**config.mk**
```make
export PLATFORM = sky130hd
export DESIGN_NAME = hw_stack16
export DESIGN_NICKNAME = d
export VERILOG_FILES = /design/src/rtl/hw_stack16.sv
export SDC_FILE = /design/constraint.sdc
export NUM_CORES = 1
export LEC_CHECK = 0
export CORE_ASPECT_RATIO = 1.75
export CORE_MARGIN = 10
export CORE_UTILIZATION = 48
export DETAILED_ROUTE_END_ITERATION = 7
export DONT_BUFFER_PORTS = 1
export PLACE_DENSITY = 0.69
export SLEW_MARGIN = 20
export SYNTH_ARGS = -nofsm -noshare
export SYNTH_HDL_FRONTEND = slang
export SYNTH_SLANG_ARGS = --single-unit
```
**constraint.sdc**
```tcl
create_clock -name clk -period 3.38 [get_ports clk]
set_clock_uncertainty 0.15 [all_clocks]
set_input_delay 0.845 -clock clk [delete_from_list [all_inputs] [get_ports clk]]
set_output_delay 0.845 -clock clk [all_outputs]
set_load 0.02 [all_outputs]
```
**src/rtl/hw_stack16.sv**
```systemverilog
// LIFO operand stack with a registered top-of-stack word, full/empty decode
// and sticky overflow/underflow flags. Push, pop and replace all complete in one cycle.
module hw_stack16 #(
   parameter int WIDTH = 16,
   parameter int DEPTH = 8,
   parameter int CNT_W = 4
) (
   input  logic             clk,
   input  logic             reset,
   input  logic             push,
   input  logic             pop,
   input  logic [WIDTH-1:0] din,
   input  logic             clr_err,
   output logic [WIDTH-1:0] dout,
   output logic [CNT_W-1:0] count,
   output logic             empty,
   output logic             full,
   output logic             overflow,
   output logic             underflow
);

   localparam int AW = (DEPTH > 1) ? $clog2(DEPTH) : 1;
   localparam logic [CNT_W-1:0] CNT_ONE  = CNT_W'(1);
   localparam logic [CNT_W-1:0] CNT_TWO  = CNT_W'(2);
   localparam logic [CNT_W-1:0] CNT_FULL = CNT_W'(DEPTH);

   logic [WIDTH-1:0] mem [DEPTH];
   logic [CNT_W-1:0] cnt_q, cnt_d;
   logic [WIDTH-1:0] dout_q, dout_d;
   logic             ovf_q, ovf_d;
   logic             unf_q, unf_d;
   logic             mem_we;
   logic [AW-1:0]    mem_idx;
   logic [AW-1:0]    top_idx;
   logic [AW-1:0]    below_idx;
   logic             is_empty;
   logic             is_full;

   assign is_empty  = (cnt_q == '0);
   assign is_full   = (cnt_q == CNT_FULL);
   assign top_idx   = AW'(cnt_q - CNT_ONE);
   assign below_idx = AW'(cnt_q - CNT_TWO);

   // Clear is applied first so that a same-cycle error set overrides it.
   always_comb begin
      mem_we  = 1'b0;
      mem_idx = AW'(cnt_q);
      cnt_d   = cnt_q;
      dout_d  = dout_q;
      ovf_d   = clr_err ? 1'b0 : ovf_q;
      unf_d   = clr_err ? 1'b0 : unf_q;
      case ({push, pop})
         2'b10: begin
            if (is_full) begin
               ovf_d = 1'b1;
            end else begin
               mem_we  = 1'b1;
               mem_idx = AW'(cnt_q);
               cnt_d   = cnt_q + CNT_ONE;
               dout_d  = din;
            end
         end
         2'b01: begin
            if (is_empty) begin
               unf_d = 1'b1;
            end else if (cnt_q == CNT_ONE) begin
               cnt_d  = '0;
               dout_d = '0;
            end else begin
               cnt_d  = cnt_q - CNT_ONE;
               dout_d = mem[below_idx];
            end
         end
         2'b11: begin
            // Replace the top entry; on an empty stack this degrades to a plain push.
            mem_we = 1'b1;
            dout_d = din;
            if (is_empty) begin
               mem_idx = AW'(cnt_q);
               cnt_d   = CNT_ONE;
            end else begin
               mem_idx = top_idx;
            end
         end
         default: ;
      endcase
   end

   always_ff @(posedge clk or negedge reset) begin
      if (!reset) begin
         cnt_q  <= '0;
         dout_q <= '0;
         ovf_q  <= 1'b0;
         unf_q  <= 1'b0;
      end else begin
         cnt_q  <= cnt_d;
         dout_q <= dout_d;
         ovf_q  <= ovf_d;
         unf_q  <= unf_d;
      end
   end

   // Storage contents are don't-care after reset, so the array carries no reset.
   always_ff @(posedge clk) begin
      if (mem_we) begin
         mem[mem_idx] <= din;
      end
   end

   assign dout      = dout_q;
   assign count     = cnt_q;
   assign empty     = is_empty;
   assign full      = is_full;
   assign overflow  = ovf_q;
   assign underflow = unf_q;

endmodule

```
# Word level (Yosys, flattened, before mapping)
# Memories as Yosys holds them, arrays and structs flattened.
# Index checks and enable logic that the tools add are counted.
# W data, S select, Z words.
dict set report op_classes {
  n_addsub 3
  muxes 21
  reduce_logical 4
  eq_ne 8
}
# cell count
set ops {}
lappend ops {{$mux W16} 3}
lappend ops {{$pmux W16 S3} 1}
lappend ops {{$mux W4} 4}
lappend ops {{$pmux W4 S3} 1}
lappend ops {{$mux W1} 9}
lappend ops {{$mux W3} 2}
lappend ops {{$ne A2 B2 Y1 const B} 3}
lappend ops {{$add A4 B1 Y4 const B} 1}
lappend ops {{$eq A2 B2 Y1 const B} 2}
lappend ops {{$eq A4 B1 Y1 const B} 1}
lappend ops {{$eq A4 B4 Y1 const B} 1}
lappend ops {{$logic_not A4 Y1} 1}
lappend ops {{$reduce_and A4 Y1} 1}
lappend ops {{$sub A4 B1 Y4 const B} 1}
lappend ops {{$reduce_and A3 Y1} 1}
lappend ops {{$reduce_bool A3 Y1} 1}
lappend ops {{$sub A3 B2 Y3 const B} 1}
lappend ops {{$eq A2 B1 Y1 const B} 1}
lappend ops {{$pmux W1 S2} 1}
dict set report totals {
  out_inout_bits 24
  memories 1
  elab_cells 41
  ram_bits 128
  ff_bits 22
  inputBits 21
}
# memory depth word_bits rd rd_ports_with_merged_regs write_ports line
set memory_table {}
lappend memory_table {mem 8 16 1 0 1 27} ;# logic [WIDTH-1:0] mem [DEPTH];

# Depth between registers and ports, before layout
# Gate-level depths: netlist (run 1).
dict set report depth {
  depth_word 5
  depth_mapped 9
  depth_no_buf 7
}

# Least setup slack after synthesis (run 1)
# OpenSTA, ideal clock, no wires.
dict set report synth_timing {
  path_type {register to register}
  start {register cnt_q[0] (netlist: count[0])}
  end {memory mem[1][0], enable pin}
  arrival_ns 3.117
  setup_time_ns 0.409
  n_path_buf 3
  stages_incl_launch_ff 10
  synth_period_minus_slack_ns 3.677
  slack_ns -0.297
  required_time_ns 2.821
  path_cell_list {dfrtp_1 > buf_6 > buf_6 > inv_1 > ha_1 > and3b_1 > clkbuf_1 > a211oi_1 > o21ai_0 > nor3_1}
}
dict set report synth_between {
  elab_chain_len 5
  elab_cells_between_ends 9
  cone_classes {add/sub: 1; eq/ne: 1; mux: 6; reduce/logical: 1}
}
# item line
set synth_rtl {}
lappend synth_rtl {{from (decl)} 28} ;# logic [CNT_W-1:0] cnt_q, cnt_d;
lappend synth_rtl {{from (signal assigned)} 96} ;# cnt_q <= cnt_d;
lappend synth_rtl {{$eq A4 B4 Y1} 40} ;# assign is_full = (cnt_q == CNT_FULL);
lappend synth_rtl {{named net full} 17} ;# output logic full,
lappend synth_rtl {{$mux W1} 54} ;# if (is_full) begin
lappend synth_rtl {{$pmux W1 S2} 52} ;# case ({push, pop})
lappend synth_rtl {{$mux W1} 105} ;# if (mem_we) begin
lappend synth_rtl {{$mux W1 (not written as such)} 106} ;# mem[mem_idx] <= din;
lappend synth_rtl {{to (decl)} 27}
# The timed path passes the listed nets, and every way through them passes these cells.

# Final worst setup path (run 1)
dict set report layout_timing {
  start {register cnt_q[0] (netlist: count[0])}
  end {memory mem[3][14], enable pin}
}
dict set report layout_between {
  elab_cells_between_ends 9
  cone_classes {add/sub: 1; eq/ne: 1; mux: 6; reduce/logical: 1}
}
# item line
set layout_rtl {}
lappend layout_rtl {{$logic_not A4 Y1} 39} ;# assign is_empty = (cnt_q == '0);
lappend layout_rtl {{named net empty} 16} ;# output logic empty,
lappend layout_rtl {{$mux W3} 78} ;# if (is_empty) begin
lappend layout_rtl {{$mux W3} n/a}
# The timed path passes the listed nets, and every way through them passes these cells.

==> out/qor.txt, run 1 <==
Placed cells -> 512
Post-Syn Area per Cell -> 18.4 um^2
RSZ-0062 raised after global routing -> false
Final Setup Violations -> 0
Static Leak -> 2.53 nW
Clock power share -> 0.311
Max_slew headroom -> 0.507
Die height -> 172 um
Final Slew Violations -> 0
Clock-pin transition on the worst setup and hold timing paths -> 60 ps
Wirelength per Cell -> 23.6 um
Top FF cell, synth -> edfxtp_1
1st-pass router iterations -> 5
Sink Count -> 150
TritonCTS clock tree -> built
N_diodes -> 0
Final WL -> 12,900 um
CP Class -> flip-flop to flip-flop
Gp weighted congestion -> 0.840
H-tree lvl count -> 4
Setup crit start -> count[0]
Post-synthesis sequential area ratio -> 0.695
Flops & latches, synth -> 150
Synthesis Warnings -> 0
CP peak stage delay -> 600 ps
CORE AREA -> 0.0129 mm^2
CP required -> 3370 ps
DR DRC count -> 0
Layout cells sized above 1 -> 0.235
Initial Util -> 0.489
Async S/R FF share, synth -> 0.147
IO Count -> 45
Switching pwr -> 1.97 mW
P per Cell Area -> 899 mW/mm^2
Post-Synthesis Cells -> 343
Worst-margin pin slew -> 739 ps
HPWL Detailed -> 7920 um
Area Growth Syn to Fin -> 14.7%
Clock tree buffer depth -> 2
Layout Cells excl Fill -> 545
Hold WC Path Type -> input pin to async pin
Worst reg-to-reg setup slack -> 520 ps
Max-cap violation count -> 0
Post-Syn Nets -> 371
Total internal power -> 4.55 mW
ANT nets after route -> 0
Synth unique cells -> 42
Iteration-0 DRC Markers -> 185
EDFF count, synth -> 128
Fin util -> 0.561
Worst r2r src -> count[0]
Run status -> completed
Tot GR Track Use -> 0.146
Net Sw Frac -> 0.302
Worst-skew pair later-pin latency -> 410 ps
Critical-path top delay cell -> o21ai_0
Final TNS setup -> 0 ps
WP data arrival -> 2850 ps
Worst R2R Path Depth -> 8
Combinational cell fraction of total power -> 0.282
DIE WIDTH -> 107 um
Pin count of the biggest net entering global routing -> 46
Grt ovf -> 0
Vias in the first global route -> 3,410
Tmin final -> 2860 ps
Num CTS Buffers -> 17
Initial antenna violation count -> 0
Cell chain of the critical path -> inv_1, ha_1, or3b_1, inv_2, nor3_1, o21ai_0, nor3_2, buf_4
Worst-path fanout max -> 16
Postcts setup bufs -> 0
Via count -> 3,288
IO buf count -> 0
Crit path launch type -> flip-flop
Achievable frequency -> 349 MHz
Netlist Area Pre-Place -> 0.00632 mm^2
Die Area -> 0.0183 mm^2
Final hold vios -> 0
VDD IR-drop max -> 0.465 mV
Vias per cell -> 6.03
Critical Path Sink Type -> flip-flop
First-pass GRT wire length -> 20,000 um
Flop pwr share -> 0.407
Fin crit share -> 0.847
CTS root buf -> clkbuf_16
Nets -> 389
Row count -> 55
-- worst paths after layout --
check | endpoint
worst max-delay path | mem[3][14]
worst min-delay path | count[3]
worst max register to register | mem[3][14]
worst min register to register | dout[11]
max in group asynchronous | count[0]
min in group clk | mem[2][3]
-- cells in the mapped netlist, types with 5 or more instances --
cell / number / share of area
a21oi_1: 23 / 0.018
a22oi_1: 12 / 0.014
buf_2: 7 / 0.0055
clkbuf_1: 6 / 0.0036
dfrtp_1: 22 / 0.087
edfxtp_1: 128 / 0.61
ha_1: 7 / 0.014
inv_1: 7 / 0.0042
mux2_2: 17 / 0.030
mux4_1: 26 / 0.11
mux4_2: 6 / 0.021
nor2_1: 19 / 0.011
nor3_1: 11 / 0.0087
o21ai_0: 5 / 0.0040
-- sequential cells by signal, indices dropped and copies added, names as in the netlist --
register	flops
count	4
underflow	1
dout	16
overflow	1
mem	128
-- cells in the final DEF, fill, tap and decap left out, types with 2 or more instances in the layout --
cell	netlist	layout
inv_6	0	2
clkbuf_1	6	3
inv_1	7	7
edfxtp_1	128	128
clkinvlp_4	0	2
ha_1	7	7
buf_4	0	18
nor2_1	19	19
clkbuf_16	0	17
dfrtp_1	22	21
a22oi_2	4	4
a211oi_1	3	3
mux2i_1	4	4
mux2_2	17	17
nand2b_1	3	3
mux4_2	6	6
nand3_1	3	3
nor3_1	11	3
mux4_1	26	26
o21ai_0	5	5
inv_2	2	2
o31ai_1	2	2
bufinv_16	0	5
o2bb2ai_1	2	2
nor3_2	0	8
a22oi_1	12	12
a21oi_1	23	22
-- through the flow --
stage          area [um^2]  setup WS [ps]  hold slack, ps  total power, mW
4_1_cts               7250            504            90.2             6.58
2_1_floorplan         6330           -297             399             4.08
5_1_grt               7250            404            94.0             6.83
6_report              7250            516            97.8             6.52
3_3_place_gp          6600            647             400             4.48
3_5_place_dp          6600            566             400             4.53
-- worst max-delay path, delay by kind of cell, from the launching register on --
| kind | cells | cell delay (ps) |
|---|---|---|
| and+or+nand+nor | 3 | 610 |
| adders and majority gates | 1 | 270 |
| DFF | 1 | 400 |
| buffers and inverters | 3 | 570 |
| AOI/OAI and AO/OA | 1 | 600 |
-- power by group through the flow --
stage          Sequential [mW]  Combinational, mW  Clock [mW]
2_1_floorplan             2.66               1.43           0
3_3_place_gp              2.68               1.80           0
3_5_place_dp              2.70               1.83           0
4_1_cts                   2.66               1.87        2.05
5_1_grt                   2.69               2.01        2.13
6_report                  2.65               1.84        2.03
-- layout make-up --
type / count / area (um^2)
Clock buffer: 20 / 437
Tap cell: 171 / 214
Fill cell: 1013 / 5680
Timing Repair Buffer: 19 / 155
Sequential cell: 150 / 4400
Inverter: 9 / 33.8
Clock inverter: 12 / 200
Multi-Input combinational cell: 164 / 1820
-- logic make-up after synthesis --
| logic type | after synthesis | synth area share |
|---|---|---|
| simple gates | 43 | 0.0328 |
| fa+ha+maj | 7 | 0.0138 |
| flops | 150 | 0.695 |
| compound gates | 60 | 0.0653 |
| xor+xnor | 1 | 0.00139 |
| mux | 53 | 0.166 |
| buf+inv | 29 | 0.0259 |
-- what timing repair did --
action,in CTS,in global routing
setup endpoints to repair,0,0
hold endpoints to repair,22,0
hold buffers,1,0
resized for setup,0,0
-- metal layers --
metal	track usage	up-vias	share of wire
li1	-	1445	-
met1	0.169	1709	0.38
met2	0.246	114	0.53
met3	0.0485	20	0.070
met4	0.0574	0	0.020
met5	0	-	0
Note: power is estimated with default switching activity, not from simulation.
==> run 2: changes to the inputs <==
==> constraint.sdc (replaced) <==
create_clock -name clk -period 2.6 [get_ports clk]
set_clock_uncertainty 0.15 [all_clocks]
set_input_delay 0.65 -clock clk [delete_from_list [all_inputs] [get_ports clk]]
set_output_delay 0.65 -clock clk [all_outputs]
set_load 0.02 [all_outputs]
==> run 2 against run 1 <==
  * Sequential share of layout area fell by 1.7 points
  * Critical path type is now flip-flop to primary output
  * Highest routed layer unchanged
  * Global-route usage up 0.59 points
  * Critical endpoint is now empty
  * Largest power group unchanged
  * Final cell count grew 2.2%
  * Setup slack got worse by 470 ps
  * Wire length increased by 2.7%
  * Critical path depth shrank 3
==> out/qor.txt, run 2 (synthesis gave the netlist of run 1 again) <==
Run status -> completed (unchanged)
Row count -> 55 (unchanged)
Hold WS -> 180 ps (was 97.8 ps)
Post_cts resized -> 0 (unchanged)
Crit path launch type -> flip-flop (unchanged)
Layout cells sized above 1 -> 0.285 (was 0.235)
1st-pass router iterations -> 5 (unchanged)
Flop pwr share -> 0.403 (was 0.407)
CORE AREA -> 0.0129 mm^2 (unchanged)
WP data arrival -> 1750 ps (was 2850 ps)
Wirelength per Cell -> 23.8 um (was 23.6 um)
Worst setup margin -> 47.6 ps (was 516 ps)
Pre-CTS setup slack -> 138 ps (was 566 ps)
Reg with most FFs -> mem (unchanged)
Fin crit share -> 0.982
Vias in the first global route -> 3,473 (was 3,410)
VDD IR-drop max -> 0.535 mV (was 0.465 mV)
Via count -> 3,304 (was 3,288)
Area Growth Syn to Fin -> 18.0% (was 14.7%)
Num CTS Buffers -> 17 (unchanged)
Number of flip-flops in the largest register -> 128 (unchanged)
Static Leak -> 2.60 nW (was 2.53 nW)
Tmin final -> 2550 ps
Net Sw Frac -> 0.319 (was 0.302)
DR DRC count -> 0 (unchanged)
Worst-margin pin slew -> 888 ps (was 739 ps)
CP required -> 1800 ps (was 3370 ps)
Clock power share -> 0.270 (was 0.311)
Max-cap violation count -> 0 (unchanged)
Worst-path fanout max -> 6 (was 16)
Hold WC Path Type -> input pin to flip-flop (was input pin to async pin)
H-tree lvl count -> 4 (unchanged)
Combinational cell fraction of total power -> 0.326 (was 0.282)
Worst-skew pair later-pin latency -> 410 ps (about the same)
DIE WIDTH -> 107 um (unchanged)
Vias per cell -> 5.93 (was 6.03)
CP Class -> flip-flop to primary output (was flip-flop to flip-flop)
P per Cell Area -> 1140 mW/mm^2 (was 899 mW/mm^2)
TritonCTS clock tree -> built (unchanged)
Tot GR Track Use -> 0.152 (was 0.146)
Final Slew Violations -> 0 (unchanged)
Iteration-0 DRC Markers -> 218 (was 185)
HPWL Detailed -> 8520 um (was 7920 um)
Sink Count -> 150 (unchanged)
Final WL -> 13,200 um (was 12,900 um)
Max_slew headroom -> 0.391 (was 0.507)
Total internal power -> 5.82 mW (was 4.55 mW)
Critical Path Sink Type -> primary output (was flip-flop)
Grt ovf -> 0 (unchanged)
Initial Util -> 0.489 (unchanged)
ANT nets after route -> 0 (unchanged)
Switching pwr -> 2.73 mW (was 1.97 mW)
Die height -> 172 um (unchanged)
Nets -> 401 (was 389)
Achievable frequency -> 392 MHz
IO Count -> 45 (unchanged)
Gp weighted congestion -> 0.834 (was 0.840)
First-pass GRT wire length -> 20,800 um (was 20,000 um)
Die Area -> 0.0183 mm^2 (unchanged)
Pin count of the biggest net entering global routing -> 27 (was 46)
Most frequent cells in the layout -> edfxtp_1 (128), mux4_1 (26), buf_4 (24), a21oi_1 (22), dfrtp_1 (20) (was edfxtp_1 (128), mux4_1 (26), a21oi_1 (22), dfrtp_1 (21), nor2_1 (19))
Final Setup Violations -> 0 (unchanged)
Fin util -> 0.577 (was 0.561)
N_diodes -> 0 (unchanged)
Initial antenna violation count -> 0 (unchanged)
Clock tree buffer depth -> 2 (unchanged)
Final hold vios -> 0 (unchanged)
Commonest non-fill, non-tap cell in the layout -> edfxtp_1 (unchanged)
IO buf count -> 0 (unchanged)
RSZ-0062 raised after global routing -> false (unchanged)
Clock-pin transition on the worst setup and hold timing paths -> 60 ps (about the same)
CTS root buf -> clkbuf_16 (unchanged)
==> run 2: changes by cell type in the layout (fill, tap and decap cells not counted), sizes merged <==
cell / change
clkinv: +4
dlygate4sd3: +1
clkinvlp: +2
buf: +11
inv: -1
clkbuf: -2
bufinv: -3
==> run 2: through the flow <==
stage	total power [mW]	std cells	area, um^2	setup TNS (ps)
after global placement	6.21	523	6870	0
after floorplan	5.55	343	6500	-13920
after detailed placement	6.26	523	6870	0
final	8.54	557	7460	0
after CTS	8.65	557	7460	0
after global routing	8.94	557	7460	0
==> run 2: area by class of cell <==
| type | instances | area (um^2) |
|---|---|---|
| fillers | 1009 | 5470 |
| flip-flops and latches | 150 | 4400 |
| clock inverters | 14 | 134 |
| inverters | 9 | 46.3 |
| repair buffers | 31 | 310 |
| clock buffers | 18 | 429 |
| multi-input cells | 164 | 1930 |
| well taps | 171 | 214 |
==> run 2: final timing paths <==
path	from	to	slack, ps	cells after the start
max in group asynchronous	reset	count[0]	1600	2
min in group asynchronous	reset	dout[12]	520	2
max	count[0]	empty	50	5
max reg2reg	count[1]	dout[8]	150	8
min reg2reg	underflow	underflow	500	1
min	din[12]	mem[0][12]	180	0
==> run 2: power by group through the flow <==
stage               registers [mW]  logic (mW)  clock network (mW)
global route                  3.50        2.97                2.46
global placement              3.48        2.73                   0
CTS                           3.46        2.82                2.37
detailed placement            3.50        2.75                   0
floorplan                     3.46        2.09                   0
finish                        3.45        2.79                2.31
==> run 2: repair_timing <==
item | in CTS | in global routing
setup buffers | 0 | 0
endpoints found under the hold margin | 22 | 0
hold buffers | 2 | 0
==> run 2: routing by layer <==
metal / vias up / track usage / part of all wire
li1: 1476 / - / -
met1: 1713 / 0.175 / 0.37
met2: 105 / 0.262 / 0.54
met3: 10 / 0.0414 / 0.069
met4: 0 / 0.0609 / 0.016
met5: - / 0 / 0
==> run 2: worst max-delay path, stage by stage (launching register included) <==
cell	delay (ps)
dfrtp_2	440
inv_6	80
ha_4	160
or3b_4	430
inv_6	100
buf_4	140
==> run 3: changes to the inputs <==
--- a/config.mk
+++ b/config.mk
@@ -6,7 +6,7 @@
 export NUM_CORES = 1
 export LEC_CHECK = 0
 export CORE_ASPECT_RATIO = 1.75
-export CORE_MARGIN = 10
+export CORE_MARGIN = 4
 export CORE_UTILIZATION = 48
 export DETAILED_ROUTE_END_ITERATION = 7
 export DONT_BUFFER_PORTS = 1
==> run 3 against run 2 <==
  * Global-route usage increased by 3.0 points
  * Sequential power hardly changed
  * Sequential share of layout area up 0.11 points
  * Register-to-register slack got worse by 20 ps
  * Clock-buffer cell count down 1
  * Utilization fell by 0.11 points
  * Maximum frequency increased by 0.11%
  * Critical path depth is the same
  * Non-clock buffer count unchanged
  * Wire length is 2.6% lower
  * Critical path type unchanged
  * Largest cell class unchanged
  * Largest power group unchanged
==> out/qor.txt, run 3 (synthesis gave the netlist of run 1 again) <==
Run status -> completed (unchanged)
Via count -> 3,301 (was 3,304)
Critical Path Sink Type -> primary output (unchanged)
Wirelength per Cell -> 23.2 um (was 23.8 um)
Grt ovf -> 0 (unchanged)
Initial Util -> 0.489 (unchanged)
Commonest non-fill, non-tap cell in the layout -> edfxtp_1 (unchanged)
Tot GR Track Use -> 0.182 (was 0.152)
Iteration-0 DRC Markers -> 226 (was 218)
Vias in the first global route -> 3,475 (was 3,473)
CORE AREA -> 0.0129 mm^2 (unchanged)
IO Count -> 45 (unchanged)
CP peak stage delay -> 450 ps (was 440 ps)
Final Slew Violations -> 0 (unchanged)
CP required -> 1800 ps (about the same)
CTS root buf -> clkbuf_16 (unchanged)
Layout cells sized above 1 -> 0.295 (was 0.285)
P per Cell Area -> 1130 mW/mm^2 (was 1140 mW/mm^2)
Crit path launch type -> flip-flop (unchanged)
Num CTS Buffers -> 17 (unchanged)
Area Growth Syn to Fin -> 17.8% (was 18.0%)
Critical-path top delay cell -> dfrtp_2 (unchanged)
Final Setup Violations -> 0 (unchanged)
Placed cells -> 520 (was 523)
Final hold vios -> 0 (unchanged)
Clock-pin transition on the worst setup and hold timing paths -> 70 ps (was 60 ps)
Clock tree buffer depth -> 2 (unchanged)
Fin crit share -> 0.981 (was 0.982)
Vias per cell -> 5.93 (about the same)
Worst r2r src -> count[1] (unchanged)
N_diodes -> 0 (unchanged)
First-pass GRT wire length -> 19,900 um (was 20,800 um)
Number of flip-flops in the largest register -> 128 (unchanged)
Placed Area -> 0.00685 mm^2 (was 0.00687 mm^2)
Worst R2R Path Depth -> 7 (was 8)
Total power -> 8.43 mW (was 8.54 mW)
Initial antenna violation count -> 0 (unchanged)
Die height -> 160 um (was 172 um)
Final TNS setup -> 0 ps (unchanged)
Post-route cell area -> 0.00745 mm^2 (was 0.00746 mm^2)
IO buf count -> 0 (unchanged)
H-tree lvl count -> 4 (unchanged)
Worst reg-to-reg setup slack -> 130 ps (was 150 ps)
Cell chain of the critical path -> inv_6, ha_4, or3b_4, clkinv_4, buf_4 (was inv_6, ha_4, or3b_4, inv_6, buf_4)
Achievable frequency -> 392 MHz (about the same)
Max_slew headroom -> 0.366 (was 0.391)
Reg with most FFs -> mem (unchanged)
RSZ-0062 raised after global routing -> false (unchanged)
Worst-margin pin slew -> 925 ps (was 888 ps)
Sink Count -> 150 (unchanged)
Static Leak -> 2.59 nW (was 2.60 nW)
Layout Cells excl Fill -> 557 (unchanged)
DR DRC count -> 0 (unchanged)
VDD IR-drop max -> 0.706 mV (was 0.535 mV)
TritonCTS clock tree -> built (unchanged)
Tmin final -> 2550 ps (about the same)
Max-cap violation count -> 0 (unchanged)
Worst-skew pair later-pin latency -> 420 ps (was 410 ps)
1st-pass router iterations -> 4 (was 5)
CP Class -> flip-flop to primary output (unchanged)
Most frequent cells in the layout -> edfxtp_1 (128), mux4_1 (26), buf_4 (24), a21oi_1 (22), dfrtp_1 (20) (unchanged)
Row count -> 55 (unchanged)
Final WL -> 12,900 um (was 13,200 um)
Setup crit start -> count[0] (unchanged)
Gp weighted congestion -> 0.802 (was 0.834)
FF-to-FF End -> mem[6][1] (was dout[8])
Nets -> 401 (unchanged)
Worst-path fanout max -> 6 (unchanged)
Crit path to -> empty (unchanged)
Hold WC Path Type -> input pin to flip-flop (unchanged)
Pin count of the biggest net entering global routing -> 46 (was 27)
Die Area -> 0.0151 mm^2 (was 0.0183 mm^2)
Hold WS -> 170 ps (was 180 ps)
WP data arrival -> 1750 ps (about the same)
DIE WIDTH -> 94.8 um (was 107 um)
ANT nets after route -> 0 (unchanged)
HPWL Detailed -> 8100 um (was 8520 um)
-- run 3: changes by cell type in the layout (fill, tap and decap cells not counted), sizes merged --
cell	change
bufinv	-2
clkbuf	-1
clkinv	-1
clkinvlp	+1
inv	+3
-- run 3: final cells by class --
cell class	count	area, um^2
flip-flops and latches	150	4400
fillers	1023	5490
repair buffers	31	310
well taps	171	214
clock buffers	17	425
clock inverters	15	121
multi-input cells	164	1930
inverters	9	48.8
-- run 3: power by group --
part	leakage [nW]	total, mW	switching, mW	internal, mW
registers	1.42	3.45	0.354	3.09
clock network	0.253	2.23	0.991	1.24
logic	0.916	2.75	1.42	1.33
-- run 3: critical path: cells and delay by family, from the launching register on --
kind          cells  cell delay [ps]
buf+inv           3              320
fa+ha+maj         1              150
flops             1              450
simple gates      1              410
-- run 3: timing repair --
| action | in CTS | in global routing |
|---|---|---|
| hold endpoints to repair | 22 | 0 |
| setup endpoints to repair | 1 | 1 |
| hold buffers | 2 | 0 |
| gates cloned | 0 | 0 |
| gates resized for setup | 1 | 1 |
| buffers inserted | 2 | 1 |
| pin swaps | 0 | 0 |
-- run 3: per-layer routing --
layer | vias to the layer above | part of all wire | track usage
li1 | 1477 | - | -
met1 | 1711 | 0.38 | 0.220
met2 | 100 | 0.54 | 0.306
met3 | 13 | 0.055 | 0.0495
met4 | 0 | 0.018 | 0.0696
met5 | - | 0 | 0
-- run 3: how the worst min path moves through the flow --
stage | slack (ps) | cells after the start | startpoint | to
after floorplan | 200 | 0 | reset | count[0]
after global placement | 210 | 0 | reset | dout[15]
after detailed placement | 210 | 0 | reset | dout[14]
after CTS | 160 | 0 | din[3] | mem[1][3]
after global routing | 150 | 0 | din[10] | mem[5][10]
final | 170 | 0 | din[3] | mem[1][3]
-- run 3: through the flow --
step,setup slack (ps),util
after detailed placement,101,0.529
final,50.4,0.576
after CTS,10.8,0.575
after floorplan,-142,-
after global routing,7.89,0.576
after global placement,153,0.529
